--- src/rtl/uart_rx.sv ---
// UART receiver: 16x oversampled, DBIT data bits LSB first, configurable stop length.
// The line is synchronized, the start bit is qualified at its midpoint, and every
// later bit is sampled 16 ticks after the previous sample point.
module uart_rx #(
    parameter int unsigned DBIT    = 8,
    parameter int unsigned SB_TICK = 16
) (
    input  logic            clk_i,
    input  logic            reset_i,
    input  logic            rx_i,
    input  logic            s_tick_i,
    output logic [DBIT-1:0] dout_o,
    output logic            rx_done_tick_o,
    output logic            frame_err_o
);

    // Tick counter widens only when the stop length needs more than 16 ticks.
    localparam int unsigned NW = (DBIT > 1) ? $clog2(DBIT) : 1;
    localparam int unsigned SW = (SB_TICK > 16) ? $clog2(SB_TICK) : 4;

    localparam logic [SW-1:0] SHalf = SW'(7);
    localparam logic [SW-1:0] SFull = SW'(15);
    localparam logic [SW-1:0] SStop = SW'(SB_TICK - 1);
    localparam logic [NW-1:0] NLast = NW'(DBIT - 1);

    typedef enum logic [1:0] {
        StIdle,
        StStart,
        StData,
        StStop
    } state_e;

    state_e          r_state;
    logic [1:0]      r_sync;
    logic [SW-1:0]   r_s;
    logic [NW-1:0]   r_n;
    logic [DBIT-1:0] r_b;
    logic            r_done;
    logic            r_ferr;
    logic            w_rx_s;

    assign w_rx_s         = r_sync[1];
    assign dout_o         = r_b;
    assign rx_done_tick_o = r_done;
    assign frame_err_o    = r_ferr;

    // Two-flop synchronizer; resets to the idle (high) line level.
    always_ff @(posedge clk_i or posedge reset_i) begin
        if (reset_i) begin
            r_sync <= 2'b11;
        end else begin
            r_sync <= {r_sync[0], rx_i};
        end
    end

    // Receive FSM with counters, shift register and registered status outputs.
    always_ff @(posedge clk_i or posedge reset_i) begin
        if (reset_i) begin
            r_state <= StIdle;
            r_s     <= '0;
            r_n     <= '0;
            r_b     <= '0;
            r_done  <= 1'b0;
            r_ferr  <= 1'b0;
        end else begin
            r_done <= 1'b0;
            case (r_state)
                StIdle: begin
                    // A line already low here starts a frame at once (back-to-back).
                    if (!w_rx_s) begin
                        r_state <= StStart;
                        r_s     <= '0;
                    end
                end
                StStart: begin
                    if (s_tick_i) begin
                        if (r_s == SHalf) begin
                            // Midpoint of start bit: high means it was a glitch.
                            if (!w_rx_s) begin
                                r_state <= StData;
                                r_s     <= '0;
                                r_n     <= '0;
                            end else begin
                                r_state <= StIdle;
                            end
                        end else begin
                            r_s <= r_s + SW'(1);
                        end
                    end
                end
                StData: begin
                    if (s_tick_i) begin
                        if (r_s == SFull) begin
                            r_s <= '0;
                            r_b <= {w_rx_s, r_b[DBIT-1:1]};
                            if (r_n == NLast) begin
                                r_state <= StStop;
                            end else begin
                                r_n <= r_n + NW'(1);
                            end
                        end else begin
                            r_s <= r_s + SW'(1);
                        end
                    end
                end
                StStop: begin
                    if (s_tick_i) begin
                        if (r_s == SStop) begin
                            // Bad stop still completes the frame, flagged via frame_err_o.
                            r_state <= StIdle;
                            r_s     <= '0;
                            r_done  <= 1'b1;
                            r_ferr  <= ~w_rx_s;
                        end else begin
                            r_s <= r_s + SW'(1);
                        end
                    end
                end
                default: r_state <= StIdle;
            endcase
        end
    end

endmodule

--- config.mk ---
export PLATFORM = sky130hd
export DESIGN_NAME = uart_rx
export DESIGN_NICKNAME = d
export VERILOG_FILES = /design/src/rtl/uart_rx.sv
export SDC_FILE = /design/constraint.sdc
export NUM_CORES = 1
export LEC_CHECK = 0
export CELL_PAD_IN_SITES_DETAIL_PLACEMENT = 1
export CELL_PAD_IN_SITES_GLOBAL_PLACEMENT = 1
export CORE_UTILIZATION = 45
export CTS_CLUSTER_DIAMETER = 200
export DETAILED_ROUTE_END_ITERATION = 12
export PLACE_DENSITY_LB_ADDON = 0.1
export SKIP_LAST_GASP = 1
export SYNTH_ARGS = -nofsm -noshare
export SYNTH_HDL_FRONTEND = slang
export SYNTH_SLANG_ARGS = --single-unit
--- constraint.sdc ---
create_clock -name clk_i -period 5.4 [get_ports clk_i]
set_clock_uncertainty 0.15 [all_clocks]
set_input_delay 0.54 -clock clk_i [delete_from_list [all_inputs] [get_ports clk_i]]
set_output_delay 0.54 -clock clk_i [all_outputs]
set_load 0.05 [all_outputs]
==> results of run 1 <==
worst paths after layout:
check	startpoint	end	slack [ps]	depth (start not counted)
worst min-delay path	r_sync[0]	r_sync[1]	220	0
worst max-delay path	dout_o[3]	dout_o[3]	3180	1
worst min register to register	r_sync[0]	r_sync[1]	220	0
worst max register to register	r_n[0]	r_n[0]	3490	5
min in group asynchronous	reset_i	frame_err_o	510	2
max in group asynchronous	reset_i	r_s[0]	4110	2
sequential cells by signal, summed over array words and instances, names as in the netlist, named ones only:
signal          count
dout_o              8
r_s                 4
r_n                 3
r_sync              2
frame_err_o         1
r_state             1
rx_done_tick_o      1
cells in the final DEF, fill, tap and decap left out, types with 2 or more instances in the layout:
cell,n
a21oi_1,4
a22o_1,2
and3_1,2
clkbuf_4,3
clkdlybuf4s50_1,13
dfrtp_1,19
dfstp_2,2
ha_1,3
inv_1,5
mux2_2,10
nand2_1,4
nand3_1,2
nor2_1,3
o21ai_0,5
routing by layer:
metal  global-route usage (%)  wire, µm
met2                    31.56       990
met4                    10.00        35
met1                    23.92       905
met5                        0         0
met3                    3.704        35
kinds of logic (layout without fill, tap and decap cells):
group                    after synthesis  in the layout  synth area share [%]
multiplexers                          11             11                 11.81
AO/OA/AOI/OAI                         20             20                 14.22
adder cells (fa/ha/maj)                3              3                 3.615
flip-flops                            21             21                 50.84
AND/OR/NAND/NOR                       21             21                 14.58
buffers and inverters                  8             22                 4.096
XOR/XNOR                               1              1                0.8435
stage by stage:
step / hold WS, ps / utilization [%] / cell area, µm²
after detailed placement: 201.0 / 53.85 / 1180
after floorplan: 195.2 / - / 1039
final: 216.5 / 55.11 / 1207
after global routing: 225.6 / 55.11 / 1207
after CTS: 219.0 / 55.11 / 1207
after global placement: 196.8 / 53.85 / 1180
cell type report:
| cell class | count | area (µm²) |
|---|---|---|
| repair buffers | 13 | 130.1 |
| flip-flops and latches | 21 | 528.0 |
| clock buffers | 3 | 22.52 |
| clock inverters | 1 | 5.005 |
| multi-input cells | 56 | 467.9 |
| fillers | 237 | 983.4 |
| well taps | 28 | 35.03 |
| inverters | 5 | 18.77 |
power groups by stage:
stage / combinational, mW / clock [mW] / sequential, mW
finish: 0.137 / 0.0775 / 0.226
global route: 0.157 / 0.0879 / 0.232
CTS: 0.139 / 0.0814 / 0.226
detailed placement: 0.137 / 0 / 0.229
global placement: 0.133 / 0 / 0.229
floorplan: 0.129 / 0 / 0.213
==> metrics.cfg, run 1 <==
[pwr]
ir_drop_mv=0.2186
p_total_uw=439.6
pwr-share-clk_pct=17.6
powerDensity_mw_per_mm2=364.1
p_sw_uw=169.3
intPower_uw=270.3
pwr-share-seq_pct=51.3
combPwrFrac_pct=31.1
p_sw_share_pct=38.52
p_leak_nw=0.5482

[logic_synthesis]
yosysMostFrequentCell=dfrtp_1
ys_top_cells_by_count=dfrtp_1, mux2_2, inv_1, o21ai_0
synth_top_area_share_pct=45.78
ys_types=36
syn_area_mm2=0.001038
yosysTopAreaCell=dfrtp_1
ys_top_cells_by_area=dfrtp_1, mux2_2, dfstp_2
syn_inst=85
ys.warnings.count=0
synth_nets=92
synth_edf_count=0
synth_seq_cells=21
ys.flop_type=dfrtp_1
async_flop_share_pct=100.0
ys_seq_area_share_pct=50.84
post_synth.cell_area_avg_um2=12.22

[cts]
cts_resized=0
cts_tree=built
root_buffer=clkbuf_4
ctsHoldBuffers=0
clk_latency_ps=310
htree_num_levels=1
clk_pin_slew_ps=120
numCtsBuffers=3
cts_setup_buffers=0
clk_path_buf_depth=2
cts_num_sinks=21

[timing]
slew_viol_final=0
layout_setup_ws_ps=3184
fin_crit_ps=2216
relSlewSlack_pct=48.29
fmax_mhz=451.3
min_period_over_period_pct=41.03
worst_pin_slew_ps=774.8
timing_hold_violations_final=0
rsz0062_at_grt=no
setup_viol=0
final.setup.tns_ps=0

[job]
cap_violations=0

[routing]
routedWlPerCell_um=15.48
avgViaCountPerCell=5.614
postRouteWirelength_mm=1.966
vias=713
first_iter_violations=5
drc=0
ant_nets=0
dr.pass1.iters=3

[place]
gp_congestion=0.7576
dp_hpwl_mm=1.398
portBuffers=13
dp.cells=123
place_worst_setup_slack_ps=2884

[setup_path]
crit_arrival_ps=1530
cpPeakStageDelay_ps=820
cp-end-kind=primary output
crit_required_ps=4710
path_buf_inv=1
cp_slowest_cell=clkdlybuf4s50_1
crit_fanout=3
worstSetupStartpointType=flop
crit_chain=clkdlybuf4s50_1
critPathTopFamily=buffers and inverters
crit_type=flop to primary output

[floorplanning]
dieArea_mm2=0.002504
initial_core_util_pct=47.40
die_x_um=50.04
std_cell_rows=17
ios=14
coreArea_mm2=0.002191
die_y_um=50.04

[finish]
layout.nets=107
instances_no_fill=127
diodes=0
area_delta_synth_final_pct=16.27
drive_above_1_share_pct=25.25

[outcome]
run_status=completed

[global_route]
grt_max_degree=22
grt_pass1_vias=790
overflow=0
grt_use_total_pct=19.34
grt_pass1_wl_mm=3.553
antenna_found_initial=0

[worst_hold_path]
min_path_type=flop to flop

Note: power is estimated with default switching activity, not from simulation.
==> run 2, diff against run 1 <==
Settings changed: CORE_UTILIZATION 45 to 42.
Clock period 5.4 ns to 2.3 ns, I/O delays scaled along.
==> run 2 against run 1 <==
Compared with the run above: routed wire length rose by 3.1%; core utilization shrank 1.4 points; non-clock buffer count grew 2; power grew 140%; combinational power is 140% higher; global-route usage fell by 1.7 points; largest power group unchanged; sequential share of layout area shrank 0.54 points; worst hold slack worse by 130 ps; sequential power increased by 140%; critical path type is now flop to flop; clock power rose by 130%; clock-buffer cell count unchanged; first-iteration DRC count rose by 80%.
==> metrics.cfg, run 2 (same netlist as run 1, synthesis figures left out) <==
[timing]
final.setup.tns_ps=0
relSlewSlack_pct=66.65
layout_setup_ws_ps=410.8
fin_crit_ps=1889
fmax_mhz=529.3
rsz0062_at_grt=no
setup_viol=0
timing_hold_violations_final=0
min_period_over_period_pct=82.14
worst_pin_slew_ps=498.7
slew_viol_final=0

[floorplanning]
die_x_um=51.73
dieArea_mm2=0.002675
ios=14
coreArea_mm2=0.002276
initial_core_util_pct=45.63
die_y_um=51.73
std_cell_rows=17

[cts]
cts_resized=0
cts_setup_buffers=0
root_buffer=clkbuf_4
cts_num_sinks=21
clk_latency_ps=300
cts_tree=built
numCtsBuffers=3
clk_pin_slew_ps=120
clk_path_buf_depth=2
htree_num_levels=1
ctsHoldBuffers=0

[global_route]
grt_use_total_pct=17.63
grt_pass1_wl_mm=3.415
grt_pass1_vias=710
grt_max_degree=22
antenna_found_initial=0
overflow=0

[setup_path]
crit_arrival_ps=1940
crit_type=flop to flop
crit_top_cell=ha_1
cp-end-kind=flop
critPathTopFamily=adder cells
path_buf_inv=0
worstSetupStartpointType=flop
crit_fanout=4
crit_required_ps=2350
cp_slowest_cell=dfrtp_1
crit_chain=ha_1, ha_1, nor4_4, a41oi_2, mux2_2
cpPeakStageDelay_ps=410

[place]
dp_hpwl_mm=1.477
place_worst_setup_slack_ps=368.8
portBuffers=13
gp_congestion=0.7152
dp.cells=125

[pwr]
intPower_uw=637.5
combPwrFrac_pct=31.4
p_sw_uw=403.6
pwr-share-clk_pct=17.2
p_total_mw=1.041
p_sw_share_pct=38.77
powerDensity_mw_per_mm2=851.7
p_leak_nw=0.5578
pwr-share-seq_pct=51.4
ir_drop_mv=0.3954

[routing]
avgViaCountPerCell=5.527
drc=0
ant_nets=0
postRouteWirelength_mm=2.027
routedWlPerCell_um=15.71
vias=713
dr.pass1.iters=4
first_iter_violations=9

[outcome]
run_status=completed

[finish]
largest_reg_flops=8
area_delta_synth_final_pct=17.71
layout.nets=109
final_common_cell=dfrtp_1
diodes=0
instances_no_fill=129
layout_common_cells=dfrtp_1, clkdlybuf4s50_1, mux2_2, o21ai_0, inv_1
drive_above_1_share_pct=26.73
fillers=241

[job]
cap_violations=0

[worst_hold_path]
min_path_type=primary input to async pin

==> run 2: tightest hold or removal path, delay by kind of cell <==
family	cells	cell delay, ps
buffers and inverters	3	710
==> run 2: path summary, 6_finish.rpt <==
check | cells past startpoint | from | slack (ps) | endpoint
setup / recovery | 5 | r_n[0] | 410 | r_n[0]
hold / removal | 3 | reset_i | 90 | r_n[0]
setup reg to reg | 5 | r_n[0] | 410 | r_n[0]
hold reg to reg | 0 | r_sync[0] | 220 | r_sync[1]
max in group asynchronous | 3 | reset_i | 1640 | r_sync[0]
min in group clk_i | 1 | rx_i | 190 | r_sync[0]
==> run 2: power groups by stage <==
stage	clock [mW]	combinational, mW	sequential [mW]
floorplan	0	0.302	0.501
global placement	0	0.314	0.539
detailed placement	0	0.327	0.545
CTS	0.190	0.329	0.536
global route	0.205	0.367	0.548
finish	0.179	0.327	0.535
==> run 2: stage by stage <==
stage	utilization, %	hold slack (ps)	instance area [µm²]
2_1_floorplan	-	55.05	1039
3_3_place_gp	52.50	197.0	1195
3_5_place_dp	52.50	202.0	1195
4_1_cts	53.71	89.33	1222
5_1_grt	53.71	108.1	1222
6_report	53.71	87.71	1222
==> run 2: cell type report <==
| type | count | area (µm²) | area share [%] |
|---|---|---|---|
| tap | 28 | 35.03 | 2.866 |
| inverter | 5 | 18.77 | 1.535 |
| multi-input combinational | 56 | 467.9 | 38.28 |
| clock buffer | 3 | 22.52 | 1.842 |
| sequential | 21 | 528.0 | 43.19 |
| timing repair buffer | 15 | 145.1 | 11.87 |
| clock inverter | 1 | 5.005 | 0.4094 |
==> run 2: per-layer routing <==
metal  global-route usage [%]  part of all wire, %
met1                    24.58                   49
met2                    26.62                   47
met3                    3.801                  2.8
met4                    6.757                  1.0
met5                        0                    0
==> run 3, diff against run 2 <==
Settings changed: CORE_UTILIZATION 42 to 38.
Clock period 2.3 ns to 1.55 ns, I/O delays scaled along.
==> run 3 against run 2 <==
Compared with the run above: the run now ends with negative setup slack left; global-route usage up 2.4 points; sequential cell count unchanged; setup slack worse by 530 ps; non-clock buffer count up 20; highest routed layer unchanged.
==> metrics.cfg, run 3 (same netlist as run 1, synthesis figures left out) <==
[outcome]
run_status=finished, violations left
violations=negative setup slack

[timing]
relSlewSlack_pct=72.22
worst_pin_slew_ps=413.5
timing_hold_violations_final=0
layout_setup_ws_ps=-123.5
fmax_mhz=597.5
min_period_over_period_pct=108.0
setup_viol=13
rsz0062_at_grt=yes
slew_viol_final=0
fin_crit_ps=1674

[global_route]
grt_pass1_wl_mm=4.036
overflow=0
grt_max_degree=22
antenna_found_initial=0
grt_use_total_pct=20.00
grt_pass1_vias=834

[pwr]
p_total_mw=1.918
powerDensity_mw_per_mm2=1240
ir_drop_mv=0.8431
p_leak_nw=0.7111

[floorplanning]
dieArea_mm2=0.002946
std_cell_rows=18
coreArea_mm2=0.002522
initial_core_util_pct=41.17
ios=14
die_x_um=54.28
die_y_um=54.28

[routing]
first_iter_violations=6
postRouteWirelength_mm=2.555
drc=0
ant_nets=0
dr.pass1.iters=4
vias=811
avgViaCountPerCell=5.371
routedWlPerCell_um=16.92

[place]
portBuffers=13
gp_congestion=0.7799
place_worst_setup_slack_ps=-191.3
dp_hpwl_mm=1.783

[finish]
diodes=0
area_delta_synth_final_pct=48.92
final_common_cell=buf_4
fillers=262
layout_common_cells=buf_4, dfrtp_1, buf_12, mux2_4, inv_1
drive_above_1_share_pct=53.72
largest_reg_flops=8
layout.nets=129

[setup_path]
crit_arrival_ps=1740
crit_fanout=3
crit_chain=ha_2, ha_4, nor4_4, a41oi_2, mux2_4
cpPeakStageDelay_ps=410
r2r_end=r_n[0]
reg2reg_from=r_n[0]
cp_slowest_cell=dfrtp_1
cp-end-kind=flop
path_buf_inv=0
crit_type=flop to flop
crit_required_ps=1620
reg2reg_setup_slack_ps=-120
endpoint=r_n[0]
critPathTopFamily=flip-flops
worstSetupStartpointType=flop
reg2reg_depth=5
cp.depth=5
cp-startpoint=r_n[0]

[worst_hold_path]
min_path_type=primary input to async pin

[cts]
htree_num_levels=1
clk_latency_ps=310
numCtsBuffers=3
clk_path_buf_depth=2
root_buffer=clkbuf_4
cts_tree=built
cts_num_sinks=21
clk_pin_slew_ps=130

[job]
cap_violations=0

## run 3: metrics by stage
| step | cell area, µm² | util, % | std cells | hold slack, ps | TNS (ps) |
|---|---|---|---|---|---|
| after floorplan | 1059 | - | 85 | -19.95 | -408.5 |
| after global placement | 1410 | 55.90 | 141 | 198.6 | -1854 |
| after detailed placement | 1410 | 55.90 | 141 | 197.9 | -2260 |
| after CTS | 1513 | 59.97 | 148 | 8.721 | -1036 |
| after global routing | 1546 | 61.31 | 151 | 24.19 | -2187 |
| final | 1546 | 61.31 | 151 | 3.076 | -990.4 |
## run 3: layout make-up
class / count / area, µm² / share of cell area, %
clock inverters: 1 / 5.005 / 0.3236
flip-flops and latches: 21 / 528.0 / 34.14
clock buffers: 3 / 22.52 / 1.456
well taps: 30 / 37.54 / 2.427
inverters: 5 / 18.77 / 1.214
repair buffers: 35 / 386.6 / 25.00
multi-input cells: 56 / 548.0 / 35.44
## run 3: power breakdown
part           switching (mW)  leakage [nW]  total [mW]  internal (mW)
sequential              0.140         0.269       0.772          0.633
clock                   0.185        0.0177       0.281         0.0966
combinational           0.416         0.425       0.864          0.449
total                   0.740         0.711        1.92           1.18
## run 3: worst min-delay path by stage
stage / startpoint / end / slack (ps) / cells past startpoint
final: reset_i / rx_done_tick_o / 3 / 3
after global routing: reset_i / dout_o[6] / 20 / 3
after CTS: reset_i / rx_done_tick_o / 9 / 3
after detailed placement: r_sync[0] / r_sync[1] / 200 / 0
after global placement: r_sync[0] / r_sync[1] / 200 / 0
after floorplan: reset_i / async pin / -20 / 1
## run 3: worst register-to-register path, delay by kind of cell, from the launching register on
family	cells	cell delay (ps)
muxes	1	280
adders and majority gates	2	370
AOI/OAI and AO/OA	1	80
and+or+nand+nor	1	290
DFF	1	410
## run 3: repair_timing
item / 4_1_cts / 5_1_grt
endpoints found under the setup margin: 16 / 18
hold buffers: 0 / 0
buffers inserted: 3 / 3
resized for setup: 12 / 5
pin swaps: 6 / 3
gates cloned: 0 / 0
## run 3: layer usage
metal | track usage [%] | up-vias | share of wire, %
li1 | - | 384 | -
met1 | 23.41 | 403 | 45
met2 | 34.35 | 18 | 51
met3 | 3.889 | 6 | 2.3
met4 | 10.26 | 0 | 1.9
met5 | 0 | - | 0
